### config.mk
export PLATFORM = sky130hd
export DESIGN_NAME = series_job_arbiter
export DESIGN_NICKNAME = d
export VERILOG_FILES = /design/src/rtl/series_pkg.sv /design/src/rtl/rr_pick.sv /design/src/rtl/series_job_arbiter.sv
export SDC_FILE = /design/constraint.sdc
export NUM_CORES = 1
export LEC_CHECK = 0
export BUFFER_PORTS_ARGS = -buffer_cell sky130_fd_sc_hd__buf_2
export CAP_MARGIN = 20
export CORE_AREA = 2 2 78 109
export CTS_CLUSTER_DIAMETER = 80
export DETAILED_ROUTE_END_ITERATION = 10
export DIE_AREA = 0 0 80 111
export GPL_ROUTABILITY_DRIVEN = 1
export PLACE_DENSITY_LB_ADDON = 0.2
export SYNTH_ARGS = -nofsm -noshare
export SYNTH_HDL_FRONTEND = slang
export SYNTH_SLANG_ARGS = --single-unit
### constraint.sdc
create_clock -name clk -period 4.5 [get_ports clk]
set_input_delay 0.9 -clock clk [delete_from_list [all_inputs] [get_ports clk]]
set_output_delay 0.9 -clock clk [all_outputs]
set_load 0.05 [all_outputs]
### src/rtl/series_pkg.sv
// Shared definitions for the series-evaluation job arbiter.
//   X_W / Y_W        : operand/result widths (9.8 signed, 1.7 unsigned)
//   TIMEOUT_DEFAULT  : default watchdog limit in cycles
//   state_e          : arbiter FSM state encoding
//   idx_width()      : width of a requester index for a given requester count
package series_pkg;

    localparam int unsigned X_W             = 17;
    localparam int unsigned Y_W             = 8;
    localparam int unsigned TIMEOUT_DEFAULT = 255;

    typedef enum logic [2:0] {
        StIdle     = 3'd0,
        StLaunch   = 3'd1,
        StWaitBusy = 3'd2,
        StWaitDone = 3'd3,
        StResp     = 3'd4
    } state_e;

    // A single requester still needs a 1-bit index.
    function automatic int unsigned idx_width(input int unsigned n);
        return (n > 1) ? $clog2(n) : 1;
    endfunction

endpackage

### src/rtl/rr_pick.sv
// Combinational round-robin picker.
//   req        : pending request vector
//   last_grant : index granted most recently
//   valid      : at least one request pending
//   index      : first pending requester searching upward from last_grant+1 (mod NREQ)
module rr_pick
    import series_pkg::*;
#(
    parameter int unsigned NREQ = 2,
    parameter int unsigned IW   = idx_width(NREQ)
) (
    input  logic [NREQ-1:0] req,
    input  logic [IW-1:0]   last_grant,
    output logic            valid,
    output logic [IW-1:0]   index
);

    always_comb begin
        valid = 1'b0;
        index = '0;
        // Offset NREQ wraps back to last_grant itself, so it has lowest priority.
        for (int unsigned i = 1; i <= NREQ; i++) begin
            if (!valid && req[(32'(last_grant) + i) % NREQ]) begin
                valid = 1'b1;
                index = IW'((32'(last_grant) + i) % NREQ);
            end
        end
    end

endmodule

### src/rtl/series_job_arbiter.sv
// Shares one series-evaluation engine between NREQ requesters.
// Round-robin grant, operand latching, engine launch/handshake tracking,
// watchdog abort and one-cycle done pulse back to the winner.
//   clk, rst        : clock, asynchronous active-low reset
//   req/x_in/y_in   : per-requester level request and flattened operands
//   done/err/result : completion pulse, timeout flag, signed result
//   busy            : a job is in flight
//   eng_start/x/y   : launch pulse and latched operands to the engine
//   eng_ready/rout  : engine idle/done flag and its result
module series_job_arbiter #(
    parameter int unsigned NREQ    = 2,
    parameter int unsigned X_W     = series_pkg::X_W,
    parameter int unsigned Y_W     = series_pkg::Y_W,
    parameter int unsigned TIMEOUT = series_pkg::TIMEOUT_DEFAULT
) (
    input  logic                clk,
    input  logic                rst,
    input  logic [NREQ-1:0]     req,
    input  logic [NREQ*X_W-1:0] x_in,
    input  logic [NREQ*Y_W-1:0] y_in,
    output logic [NREQ-1:0]     done,
    output logic                err,
    output logic [X_W-1:0]      result,
    output logic                busy,
    output logic                eng_start,
    output logic [X_W-1:0]      eng_x,
    output logic [Y_W-1:0]      eng_y,
    input  logic                eng_ready,
    input  logic [X_W-1:0]      eng_rout
);

    import series_pkg::*;

    localparam int unsigned IW = idx_width(NREQ);
    localparam int unsigned CW = $clog2(TIMEOUT + 1);

    state_e          r_state;
    logic [IW-1:0]   r_cur;
    logic [IW-1:0]   r_last;
    logic [CW-1:0]   r_cnt;
    logic [NREQ-1:0] r_done;
    logic            r_err;
    logic [X_W-1:0]  r_result;
    logic            r_busy;
    logic            r_start;
    logic [X_W-1:0]  r_x;
    logic [Y_W-1:0]  r_y;

    logic            w_valid;
    logic [IW-1:0]   w_index;
    logic [CW-1:0]   w_cnt_inc;
    logic            w_timeout;

    rr_pick #(
        .NREQ (NREQ),
        .IW   (IW)
    ) u_rr_pick (
        .req        (req),
        .last_grant (r_last),
        .valid      (w_valid),
        .index      (w_index)
    );

    // Abort fires on the edge where the cycle count in the wait states hits TIMEOUT.
    assign w_cnt_inc = r_cnt + 1'b1;
    assign w_timeout = (w_cnt_inc == CW'(TIMEOUT));

    always_ff @(posedge clk or negedge rst) begin
        if (!rst) begin
            r_state  <= StIdle;
            r_cur    <= '0;
            r_last   <= IW'(NREQ - 1);
            r_cnt    <= '0;
            r_done   <= '0;
            r_err    <= 1'b0;
            r_result <= '0;
            r_busy   <= 1'b0;
            r_start  <= 1'b0;
            r_x      <= '0;
            r_y      <= '0;
        end else begin
            // Pulses default low; they are raised on the edge entering their state.
            r_start <= 1'b0;
            r_done  <= '0;
            unique case (r_state)
                StIdle: begin
                    if (w_valid) begin
                        r_cur   <= w_index;
                        r_x     <= x_in[w_index*X_W +: X_W];
                        r_y     <= y_in[w_index*Y_W +: Y_W];
                        r_start <= 1'b1;
                        r_busy  <= 1'b1;
                        r_state <= StLaunch;
                    end
                end
                StLaunch: begin
                    r_cnt   <= '0;
                    r_state <= StWaitBusy;
                end
                StWaitBusy: begin
                    r_cnt <= w_cnt_inc;
                    if (w_timeout) begin
                        r_result <= '0;
                        r_err    <= 1'b1;
                        r_done   <= NREQ'(1) << r_cur;
                        r_state  <= StResp;
                    end else if (!eng_ready) begin
                        r_state <= StWaitDone;
                    end
                end
                StWaitDone: begin
                    r_cnt <= w_cnt_inc;
                    // Normal completion takes priority over a coincident timeout.
                    if (eng_ready) begin
                        r_result <= eng_rout;
                        r_err    <= 1'b0;
                        r_done   <= NREQ'(1) << r_cur;
                        r_state  <= StResp;
                    end else if (w_timeout) begin
                        r_result <= '0;
                        r_err    <= 1'b1;
                        r_done   <= NREQ'(1) << r_cur;
                        r_state  <= StResp;
                    end
                end
                StResp: begin
                    r_last  <= r_cur;
                    r_busy  <= 1'b0;
                    r_state <= StIdle;
                end
                default: begin
                    r_busy  <= 1'b0;
                    r_state <= StIdle;
                end
            endcase
        end
    end

    assign done      = r_done;
    assign err       = r_err;
    assign result    = r_result;
    assign busy      = r_busy;
    assign eng_start = r_start;
    assign eng_x     = r_x;
    assign eng_y     = r_y;

endmodule

==> results.json <==
{
  "outcome": "completed",
  "final_util_pct": 46.2,
  "die_h_um": 111,
  "r2r-start": "r_cnt[2]",
  "drive_above_1_share_pct": 39.3,
  "post_cts_resized": 0,
  "cp.arrival_ns": 2.23,
  "max_freq_mhz": 486,
  "min_path_type": "flop to flop",
  "clk_latency_ns": 0.33,
  "critPathSlowestCell": "nor4_4",
  "grt_pass1_wl_mm": 9.49,
  "cp-startpoint": "r_cnt[2]",
  "clk_pin_slew_ns": 0.05,
  "syn_avg_cell_area_um2": 10.9,
  "postCtsSetupBuffers": 0,
  "drv_slew": 0,
  "grt_antenna_before_repair": 0,
  "critPathTopFamily": "simple AND/OR/NAND/NOR gates",
  "cp_num_buf_inv": 0,
  "final.setup_skew_ns": 0.00713,
  "fp-row-count": 39,
  "slew_headroom_pct": 28.9,
  "via_per_inst": 4.62,
  "setup_viol": 0,
  "ant_nets": 0,
  "grt_use_total_pct": 14.1,
  "place_area_um2": 3360,
  "tns_ns": 0,
  "synthCells": 247,
  "die_area_um2": 8880,
  "power.density_nw_per_um2": 834,
  "yosysWarnings": 0,
  "min_period_ns": 2.06,
  "reg2reg_to": "result[5]",
  "leakage_nw": 1.99,
  "htree_levels": 3,
  "gp_congestion": 0.782,
  "syn_nets": 321,
  "finalInstanceArea_um2": 3700,
  "worstSetupStartpointType": "flop",
  "drt-initial-drc-count": 110,
  "overflow": 0,
  "ys_top_cells_by_area": "dfrtp_1 55%, mux2i_1 16%, o21ai_0 7.1%",
  "cp_slowest_stage_delay_ns": 0.81,
  "cp-end-kind": "flop",
  "ir_worst_vdd_v": 0.000420,
  "start_util_pct": 33.6,
  "cp_data_required_time_ns": 4.67,
  "netlist.area_leader.share_pct": 54.9,
  "cts_sinks": 60,
  "grt_start_max_net_pins": 55,
  "tightest_slew_ns": 1.06,
  "drtPass1Iterations": 4,
  "die_x_um": 80,
  "cts_tree": "done",
  "dp_hpwl_mm": 4.24,
  "crit_fanout": 18,
  "cts.path.max_buffers": 2,
  "netlist_area_um2": 2690,
  "r2r_setup_slack_ns": 2.44,
  "core_area_um2": 8000,
  "pre_cts_ws_ns": 1.96,
  "cts_buffers": 9,
  "fin_crit_sh_pct": 45.8,
  "layout_setup_ws_ns": 2.44,
  "wl_mm": 5.90,
  "antennaDiodeCount": 0,
  "cp_cell_sequence": "and3_1, xnor2_4, nor4_4, nor2_1",
  "path_class": "flop to flop",
  "synth.distinct_cells": 28,
  "cp_num_cells": 4,
  "r2r_cells": 4,
  "cts_root_buf": "clkbuf_16",
  "cts_hold_buf": 0,
  "ios": 119,
  "grt_pass1_vias": 2045,
  "yosysTopAreaCell": "dfrtp_1",
  "fin_nets": 438,
  "maxCapViolCount": 0,
  "vias": 2176,
  "area_delta_synth_final_pct": 37.5,
  "wire_per_inst_um": 12.5,
  "drc": 0,
  "timing.final.hold_violations": 0,
  "num-fill-cells": 778,
  "rsz0062_at_grt": "false",
  "synth_seq_cells": 60,
  "ys_seq_area_share_pct": 55.8,
  "port_buffers": 118,
  "cp-endpoint": "result[5]"
}
-- sequential cells by signal (all words and copies together) (netlist names) --
register / cells
done: 2
r_last: 1
r_cur: 1
result: 17
eng_start: 1
r_cnt: 8
r_state: 3
eng_y: 8
err: 1
busy: 1
eng_x: 17
-- cell type report --
cell class | instances | area, µm² | share of cell area [%]
multi-input cells | 169 | 1120 | 30.3
repair buffers | 121 | 633 | 17.1
flip-flops and latches | 60 | 1500 | 40.6
clock inverters | 4 | 47.5 | 1.29
clock buffers | 12 | 256 | 6.93
inverters | 3 | 11.3 | 0.304
well taps | 102 | 128 | 3.45
-- cells in the final DEF, fill, tap and decap left out, types with 3 or more instances in the layout --
cell / Yosys / final
buf_2: 6 / 118
dfrtp_1: 59 / 59
mux2i_1: 42 / 42
o21ai_0: 38 / 38
nand2_1: 34 / 34
nor2_1: 21 / 21
clkbuf_16: 0 / 9
o31ai_1: 5 / 5
nand3_1: 4 / 4
inv_1: 3 / 3
and3_1: 3 / 3
a31oi_1: 3 / 3
-- logic make-up after synthesis --
logic type / count (synthesis) / share of synthesized area [%]
flops: 60 / 55.8
buf+inv: 18 / 3.35
xor+xnor: 2 / 1.35
mux: 44 / 16.5
compound gates: 50 / 10.4
fa+ha+maj: 2 / 0.930
simple gates: 71 / 11.7
-- routing by layer --
| layer | routed length, µm | vias to the layer above | share of wire [%] | global-route usage (%) |
|---|---|---|---|---|
| li1 | - | 1084 | - | - |
| met1 | 2490 | 982 | 42 | 17.0 |
| met2 | 2720 | 100 | 46 | 21.4 |
| met3 | 571 | 10 | 9.7 | 6.27 |
| met4 | 116 | 0 | 2.0 | 6.44 |
| met5 | 0 | - | 0 | 0 |
-- synthesized netlist by cell type --
| master | n |
|---|---|
| dfstp_2 | 1 |
| nor2_1 | 21 |
| o41ai_2 | 1 |
| nor3_1 | 2 |
| a21oi_1 | 1 |
| nand2b_1 | 2 |
| ha_1 | 2 |
| dfrtp_1 | 59 |
| xnor2_4 | 1 |
| inv_1 | 3 |
| and2_1 | 1 |
| o21ai_1 | 1 |
| buf_2 | 6 |
| xnor2_1 | 1 |
| mux2i_1 | 42 |
| o21ai_0 | 38 |
| nand3_1 | 4 |
| and3_1 | 3 |
| nand2_1 | 34 |
| a21boi_0 | 1 |
| a31oi_1 | 3 |
| o31ai_1 | 5 |
| buf_6 | 2 |
| nor2b_1 | 2 |
| nor4_4 | 1 |
| or2_2 | 1 |
| mux2_2 | 2 |
| clkbuf_1 | 7 |
-- report_power, final --
part	leakage [nW]	internal [mW]	switching (mW)
registers	0.744	0.780	0.139
logic	1.10	0.380	1.09
clock network	0.149	0.456	0.238
total	1.99	1.62	1.47
-- stage by stage --
step	hold slack [ns]	cells	power [mW]
3_5_place_dp	0.452	453	2.41
3_3_place_gp	0.447	453	2.38
4_1_cts	0.461	469	3.11
6_report	0.460	471	3.09
2_1_floorplan	0.429	247	2.04
5_1_grt	0.498	471	3.28
-- how the worst min path moves through the flow --
stage                    end  depth (start not counted)  startpoint  slack (ns)
CTS                  done[0]                          1       r_cur        0.46
global route        eng_x[9]                          2    eng_x[9]        0.50
floorplan            done[0]                          1       r_cur        0.43
finish               done[0]                          1       r_cur        0.46
detailed placement   done[0]                          1       r_cur        0.45
global placement     done[0]                          1       r_cur        0.45
(Power assumes the default switching activity.)
